$ cat src/rtl/timestamp_mem_loader_pkg.sv
// Constants and FSM encoding shared by the timestamp memory loader and the
// manager's read side.
package timestamp_mem_loader_pkg;

   localparam int ACTIVE_BIT = 16;
   localparam int DATA_W     = ACTIVE_BIT + 1;
   localparam int ADDR_W     = 9;
   localparam int GRP_W      = 3;
   localparam int MAX_GRP    = 4;

   typedef enum logic [1:0] {
      ST_IDLE = 2'b00,
      ST_LOAD = 2'b01,
      ST_DONE = 2'b10
   } state_t;

   // Requests beyond the last physical group load every group instead.
   function automatic logic [GRP_W-1:0] clamp_frames(input logic [GRP_W-1:0] frames);
      return (frames > GRP_W'(MAX_GRP)) ? GRP_W'(MAX_GRP) : frames;
   endfunction

endpackage

$ cat src/rtl/timestamp_mem_loader_addr_gen.sv
// Word/group address counters for the loader; flags the final word of the
// final group so the FSM can close the load.
module loader_addr_gen
   import timestamp_mem_loader_pkg::*;
(
   input  logic              clk,
   input  logic              nrst,
   input  logic              clear,
   input  logic              step,
   input  logic [ADDR_W-1:0] last_addr,
   input  logic [GRP_W-1:0]  frames,
   output logic [ADDR_W-1:0] addr_cnt,
   output logic [GRP_W-1:0]  grp_cnt,
   output logic              last_word_w
);

   logic group_end;

   assign group_end   = (addr_cnt == last_addr);
   assign last_word_w = group_end & (grp_cnt == frames);

   always_ff @(posedge clk or negedge nrst) begin
      if (!nrst) begin
         addr_cnt <= '0;
         grp_cnt  <= '0;
      end else if (clear) begin
         addr_cnt <= '0;
         grp_cnt  <= '0;
      end else if (step) begin
         if (group_end) begin
            addr_cnt <= '0;
            grp_cnt  <= grp_cnt + GRP_W'(1);
         end else begin
            addr_cnt <= addr_cnt + ADDR_W'(1);
         end
      end
   end

endmodule

$ cat src/rtl/timestamp_mem_loader.sv
// Write-side producer for the double-buffered timestamp/active-pixel groups:
// streams words into groups, then requests a bank swap via mem_updated_o.
module timestamp_mem_loader
   import timestamp_mem_loader_pkg::*;
(
   input  logic              clk_i,
   input  logic              nrst_i,
   input  logic              load_start_i,
   input  logic              abort_i,
   input  logic [GRP_W-1:0]  number_of_frames_i,
   input  logic [ADDR_W-1:0] last_addr_i,
   input  logic              s_valid_i,
   input  logic [DATA_W-1:0] s_data_i,
   output logic              s_ready_o,
   output logic [ADDR_W-1:0] waddr_o,
   output logic [DATA_W-1:0] wdata_o,
   output logic              wen_o,
   output logic [GRP_W-1:0]  memory_selector_o,
   input  logic              update_mem_i,
   output logic              mem_updated_o,
   output logic              busy_o,
   output logic              load_done_o,
   output logic              overrun_o
);

   state_t            state;
   logic [GRP_W-1:0]  frames_sh;
   logic [ADDR_W-1:0] last_sh;
   logic              upd_ref;
   logic              xfer;
   logic              clear;
   logic              last_word_w;
   logic [ADDR_W-1:0] addr_cnt;
   logic [GRP_W-1:0]  grp_cnt;

   // Stream handshake: a word moves when s_valid_i & s_ready_o; abort_i
   // withdraws ready so a word offered in the abort cycle is never taken.
   assign s_ready_o = (state == ST_LOAD) & ~abort_i;
   assign xfer      = s_valid_i & s_ready_o;
   assign clear     = (state == ST_IDLE) & load_start_i;
   assign busy_o    = (state != ST_IDLE);

   loader_addr_gen u_addr_gen (
      .clk         (clk_i),
      .nrst        (nrst_i),
      .clear       (clear),
      .step        (xfer),
      .last_addr   (last_sh),
      .frames      (frames_sh),
      .addr_cnt    (addr_cnt),
      .grp_cnt     (grp_cnt),
      .last_word_w (last_word_w)
   );

   always_ff @(posedge clk_i or negedge nrst_i) begin
      if (!nrst_i) begin
         state             <= ST_IDLE;
         frames_sh         <= '0;
         last_sh           <= '0;
         upd_ref           <= 1'b0;
         wen_o             <= 1'b0;
         waddr_o           <= '0;
         wdata_o           <= '0;
         memory_selector_o <= '0;
         mem_updated_o     <= 1'b0;
         load_done_o       <= 1'b0;
         overrun_o         <= 1'b0;
      end else begin
         wen_o       <= xfer;
         load_done_o <= 1'b0;
         if (xfer) begin
            waddr_o           <= addr_cnt;
            wdata_o           <= s_data_i;
            memory_selector_o <= grp_cnt;
         end
         if (load_start_i && (state != ST_IDLE))
            overrun_o <= 1'b1;

         case (state)
            ST_IDLE: begin
               if (load_start_i) begin
                  frames_sh <= clamp_frames(number_of_frames_i);
                  last_sh   <= last_addr_i;
                  state     <= ST_LOAD;
               end
            end
            ST_LOAD: begin
               if (abort_i) begin
                  state <= ST_IDLE;
               end else if (xfer && last_word_w) begin
                  upd_ref <= update_mem_i;
                  state   <= ST_DONE;
               end
            end
            ST_DONE: begin
               // Any change of the manager's bank-select level means the swap happened.
               if (abort_i) begin
                  mem_updated_o <= 1'b0;
                  state         <= ST_IDLE;
               end else if (update_mem_i != upd_ref) begin
                  mem_updated_o <= 1'b0;
                  load_done_o   <= 1'b1;
                  state         <= ST_IDLE;
               end else begin
                  mem_updated_o <= 1'b1;
               end
            end
            default: state <= ST_IDLE;
         endcase
      end
   end

endmodule

$ cat config.mk
export PLATFORM = sky130hd
export DESIGN_NAME = timestamp_mem_loader
export DESIGN_NICKNAME = d
export VERILOG_FILES = /design/src/rtl/timestamp_mem_loader_pkg.sv /design/src/rtl/timestamp_mem_loader_addr_gen.sv /design/src/rtl/timestamp_mem_loader.sv
export SDC_FILE = /design/constraint.sdc
export NUM_CORES = 1
export LEC_CHECK = 0
export ABC_AREA = 1
export CELL_PAD_IN_SITES_DETAIL_PLACEMENT = 0
export CELL_PAD_IN_SITES_GLOBAL_PLACEMENT = 1
export CORE_MARGIN = 4
export CORE_UTILIZATION = 33
export CTS_BUF_LIST = sky130_fd_sc_hd__clkbuf_4 sky130_fd_sc_hd__clkbuf_8 sky130_fd_sc_hd__clkbuf_16
export DETAILED_ROUTE_END_ITERATION = 8
export PLACE_DENSITY = 0.82
export SYNTH_ARGS = -nofsm -noshare
export SYNTH_HDL_FRONTEND = slang
export SYNTH_SLANG_ARGS = --single-unit
$ cat constraint.sdc
create_clock -name clk_i -period 1.3 [get_ports clk_i]
set_input_delay 0.325 -clock clk_i [delete_from_list [all_inputs] [get_ports clk_i]]
set_output_delay 0.325 -clock clk_i [all_outputs]
set_load 0.05 [all_outputs]
==> summary by stage <==
Drt
The average routed wire per standard cell is 12.8 um. The length of the first detailed-routing pass in iterations is 5. After detailed routing, the number of vias per cell comes to around 4.5. The final layout contains routed wiring with a total length of 7.08 mm.

The number of DRC violations after detailed-routing iteration 0 is 93. The via count of the routed design is between 2000 and 3000. The count of nets left with antenna violations once routing finished came out at 0. After detailed routing, the number of remaining DRC violations is 0.

Status
The final reports fail on negative setup slack. The run finished, with violations left.

Min path
The cell count of the worst hold path is 2. The min-delay analysis places its worst path in the category primary input to flip-flop.

Timing
Setup violations remaining at the end of the flow were counted as 40. The number of hold violations in the final report is 0. The post-route worst setup slack is -0.238 ns.

The fmax is 650 MHz. The max-slew violation total from the final report is 0. Setup repair after global routing could not meet its margin everywhere.

On the final layout, the worst hold slack is approximately 0.31 ns. The smallest clock period supported by the final layout is computed as ~1.5 ns. The final total negative setup slack is -3.54 ns. The final critical-path share of the clock period is 118%. The worst slew margin relative to its limit is 78.1%. For the pin with the worst max-slew slack, the measured transition is 0.329 ns. For the final database, setup skew stands at just over 0.009 ns.

Clock network
TritonCTS built the clock tree. CTS built an H-tree with a depth of 3. The source-to-sink clock delay at the later pin of the worst-skew pair is about 0.35 ns. The total clock buffers created by CTS is 9. After clock tree synthesis, the clock-pin slew on the worst setup and hold paths is about 0.07 ns. The library cell used as clock root buffer is clkbuf_8.

No sink is reached through more buffers than the 2 on the longest clock path. The clock net in this run drives a total of 60 sinks.

Die
The die outline width is 100 um. The die covers ~0.010 sq mm. The total area inside the core boundary comes to between 0.008 and 0.009 sq mm. The initial utilization of the core area, before any placement, comes to between 30% and 40%. In this run the count of I/O pins placed on the die edge is 70.

The floorplan step set the die height to 100 um. The number of rows in the core area is 33.

Worst setup path
The depth of the critical timing path with buffers and inverters included is 5. The critical path goes through inv_2 > nand3_4 > inv_8 > buf_6 > buf_12. The cell depth of the worst flop-to-flop path is 8. The type of the setup path with the least slack is flip-flop to output port. For this design, the slowest cell found on the critical path is dfrtp_1.

The nature of the critical path startpoint is a flip-flop. The maximum fanout along the worst path is 3. The required time of the critical path is 0.98 ns. The largest stage delay on the critical path is 0.39 ns. The kind of cell adding the most delay to the critical path is flip-flops. Counting both buffers and inverters, the worst setup path holds a total of 4. The arrival time at the worst endpoint is approximately 1.2 ns. The worst setup path is captured at an output port.

Cells and area
0 antenna diodes ended up in the layout. The proportion of layout cells with a drive suffix above 1 is a little under two fifths. The post-layout net count is 479. Cells fill between 50 and 60% of the core in the end.

Compared with the post-synthesis result, the final layout area differs by 70.7%. The number of non-filler instances in the completed layout is about 550.

GRT
The initial antenna violation count is 0. The met3 track demand over resource is 2.85%. The first global-routing pass estimated 11.4 mm of wire. In the global route stage, met1 resource usage came out at roughly a fifth. The largest net degree at the start of global routing is 61. For this run the aggregate overflow at the end of global routing stands at 0. The overall global routing resource usage is approximately 14%. The layer with the highest usage after global routing is met2. In the global route stage, met2 resource usage came out at 22.0%.

The number of global-route vias before repair is between 2000 and 2500.

Placed design
Once placement completed, the tool counted placed cells totaling between 500 and 600. Before CTS, the worst setup slack after placement is -0.425 ns. The number of I/O port buffers is slightly below 70. The half-perimeter wire length of the detailed placement result is between 4 and 5 mm. The congestion estimate from routability-driven global placement came to ~0.82.

Power
The total power divided by cell area is about 1400 mW/mm^2. The static leakage is between 2 and 2.5 nW. Across the VDD grid, the largest voltage drop is 0.595 mV.

Yosys
A synthesized cell averages 8.62 sq um. The mapped netlist covers 0.00280 sq mm. The post-synthesis sequential element count is 60. In the post-synthesis netlist, the biggest area contributors are dfrtp_1, nand2_1, o21ai_0. The number of nets handed over by synthesis was between 300 and 400. The cell type with the highest aggregate area in the netlist is dfrtp_1.

The part of the Yosys area used for sequential elements is between 50% and 60%. The number of distinct library cell variants in the gate-level netlist after synthesis is 31. The count of yosys warnings during synthesis is 0. The top-area cell type share of the netlist area is a little over half. The gate count after technology mapping is roughly 330.

Job
Max-cap violations in this run came to 0.
-- synthesized netlist by cell type --
cell type / n
o21ai_0: 18
nor2_1: 11
nand2_2: 1
nor2_4: 2
nand2_4: 4
inv_1: 24
nand3_1: 10
inv_2: 6
o22ai_1: 1
clkbuf_1: 1
dfrtp_1: 60
clkbuf_8: 1
xnor2_1: 7
nand2_8: 1
nor2_2: 2
nand4_1: 8
a21o_1: 1
buf_6: 2
a21oi_1: 2
nand2_1: 142
nor4_1: 1
buf_2: 4
a22o_1: 2
buf_12: 1
xor2_1: 5
nand3_4: 1
nand3_2: 1
o21a_1: 1
buf_4: 1
ha_1: 2
a21oi_2: 2
-- through the flow --
stage	power [mW]	cell area, sq um
6_report	6.79	4780
4_1_cts	6.69	4540
3_5_place_dp	4.65	4130
3_3_place_gp	4.62	4130
2_1_floorplan	3.50	2820
5_1_grt	7.12	4780
-- path summary, 6_finish.rpt --
kind	from	to	slack, ns
max in group asynchronous	nrst_i	u_addr_gen.addr_cnt[1]$_DFFE_PN0P_	0.50
min in group asynchronous	nrst_i	last_sh[1]$_DFFE_PN0P_	0.48
setup / recovery	state[1]$_DFFE_PN0P_	s_ready_o	-0.24
setup reg to reg	state[1]$_DFFE_PN0P_	u_addr_gen.grp_cnt[1]$_DFFE_PN0P_	-0.10
hold / removal	abort_i	load_done_o$_DFF_PN0_	0.31
hold reg to reg	frames_sh[2]$_DFFE_PN0P_	frames_sh[2]$_DFFE_PN0P_	0.52
-- placed cells by master (no fill, tap or decap), drive strengths merged --
master           n
dlygate4sd2      1
nor2            15
ha               2
a21o             1
bufinv           2
dlygate4sd3      1
clkbuf          10
a21oi            4
clkdlybuf4s50   32
a22o             2
nand2          148
xor2             5
xnor2            7
clkinv           4
inv             31
dfrtp           60
o21ai           18
buf             81
nor4             1
o22ai            1
o21a             1
nand3           12
nand4            8
-- sequential cells by signal (all words and copies together) (netlist names) --
signal / flops
frames_sh: 3
mem_updated_o: 1
upd_ref: 1
u_addr_gen.grp_cnt: 3
state: 2
last_sh: 9
wdata_o: 17
u_addr_gen.addr_cnt: 9
memory_selector_o: 3
overrun_o: 1
wen_o: 1
waddr_o: 9
load_done_o: 1
-- kinds of logic after synthesis --
group	after synthesis	share of synthesized area, %
simple gates	184	29.1
flops	60	53.6
buf+inv	40	7.14
compound gates	27	5.58
xor+xnor	12	3.75
fa+ha+maj	2	0.893
-- power breakdown --
part,internal [mW],switching (mW)
logic,1.20,1.29
clock network,1.09,0.813
registers,2.13,0.270
-- final cells by class --
class / instances / area [sq um]
Clock buffer: 9 / 124
Clock inverter: 7 / 100
Fill cell: 696 / 3470
Inverter: 30 / 123
Multi-Input combinational cell: 225 / 1310
Sequential cell: 60 / 1510
Tap cell: 105 / 131
Timing Repair Buffer: 116 / 1490
-- per-layer routing --
layer	share of wire, %	up-vias	wire (um)
li1	-	1258	-
met1	45	1166	3190
met2	48	69	3400
met3	4.5	13	317
met4	2.4	0	171
met5	0	-	0
-- repair_timing --
action	4_1_cts	5_1_grt
gates resized for setup	37	41
hold buffers	1	0
pin swaps	13	15
buffers inserted	7	12
endpoints found under the hold margin	60	0
gates cloned	0	1
endpoints found under the setup margin	15	52
-- worst register-to-register path, stage by stage, from the launching register on --
cell,delay [ns]
dfrtp_1,0.39
inv_2,0.09
nand3_4,0.10
buf_4,0.15
buf_6,0.11
nor2_4,0.15
buf_6,0.15
nand4_1,0.11
nand2_1,0.09
Power figures use the tool's default switching activity.
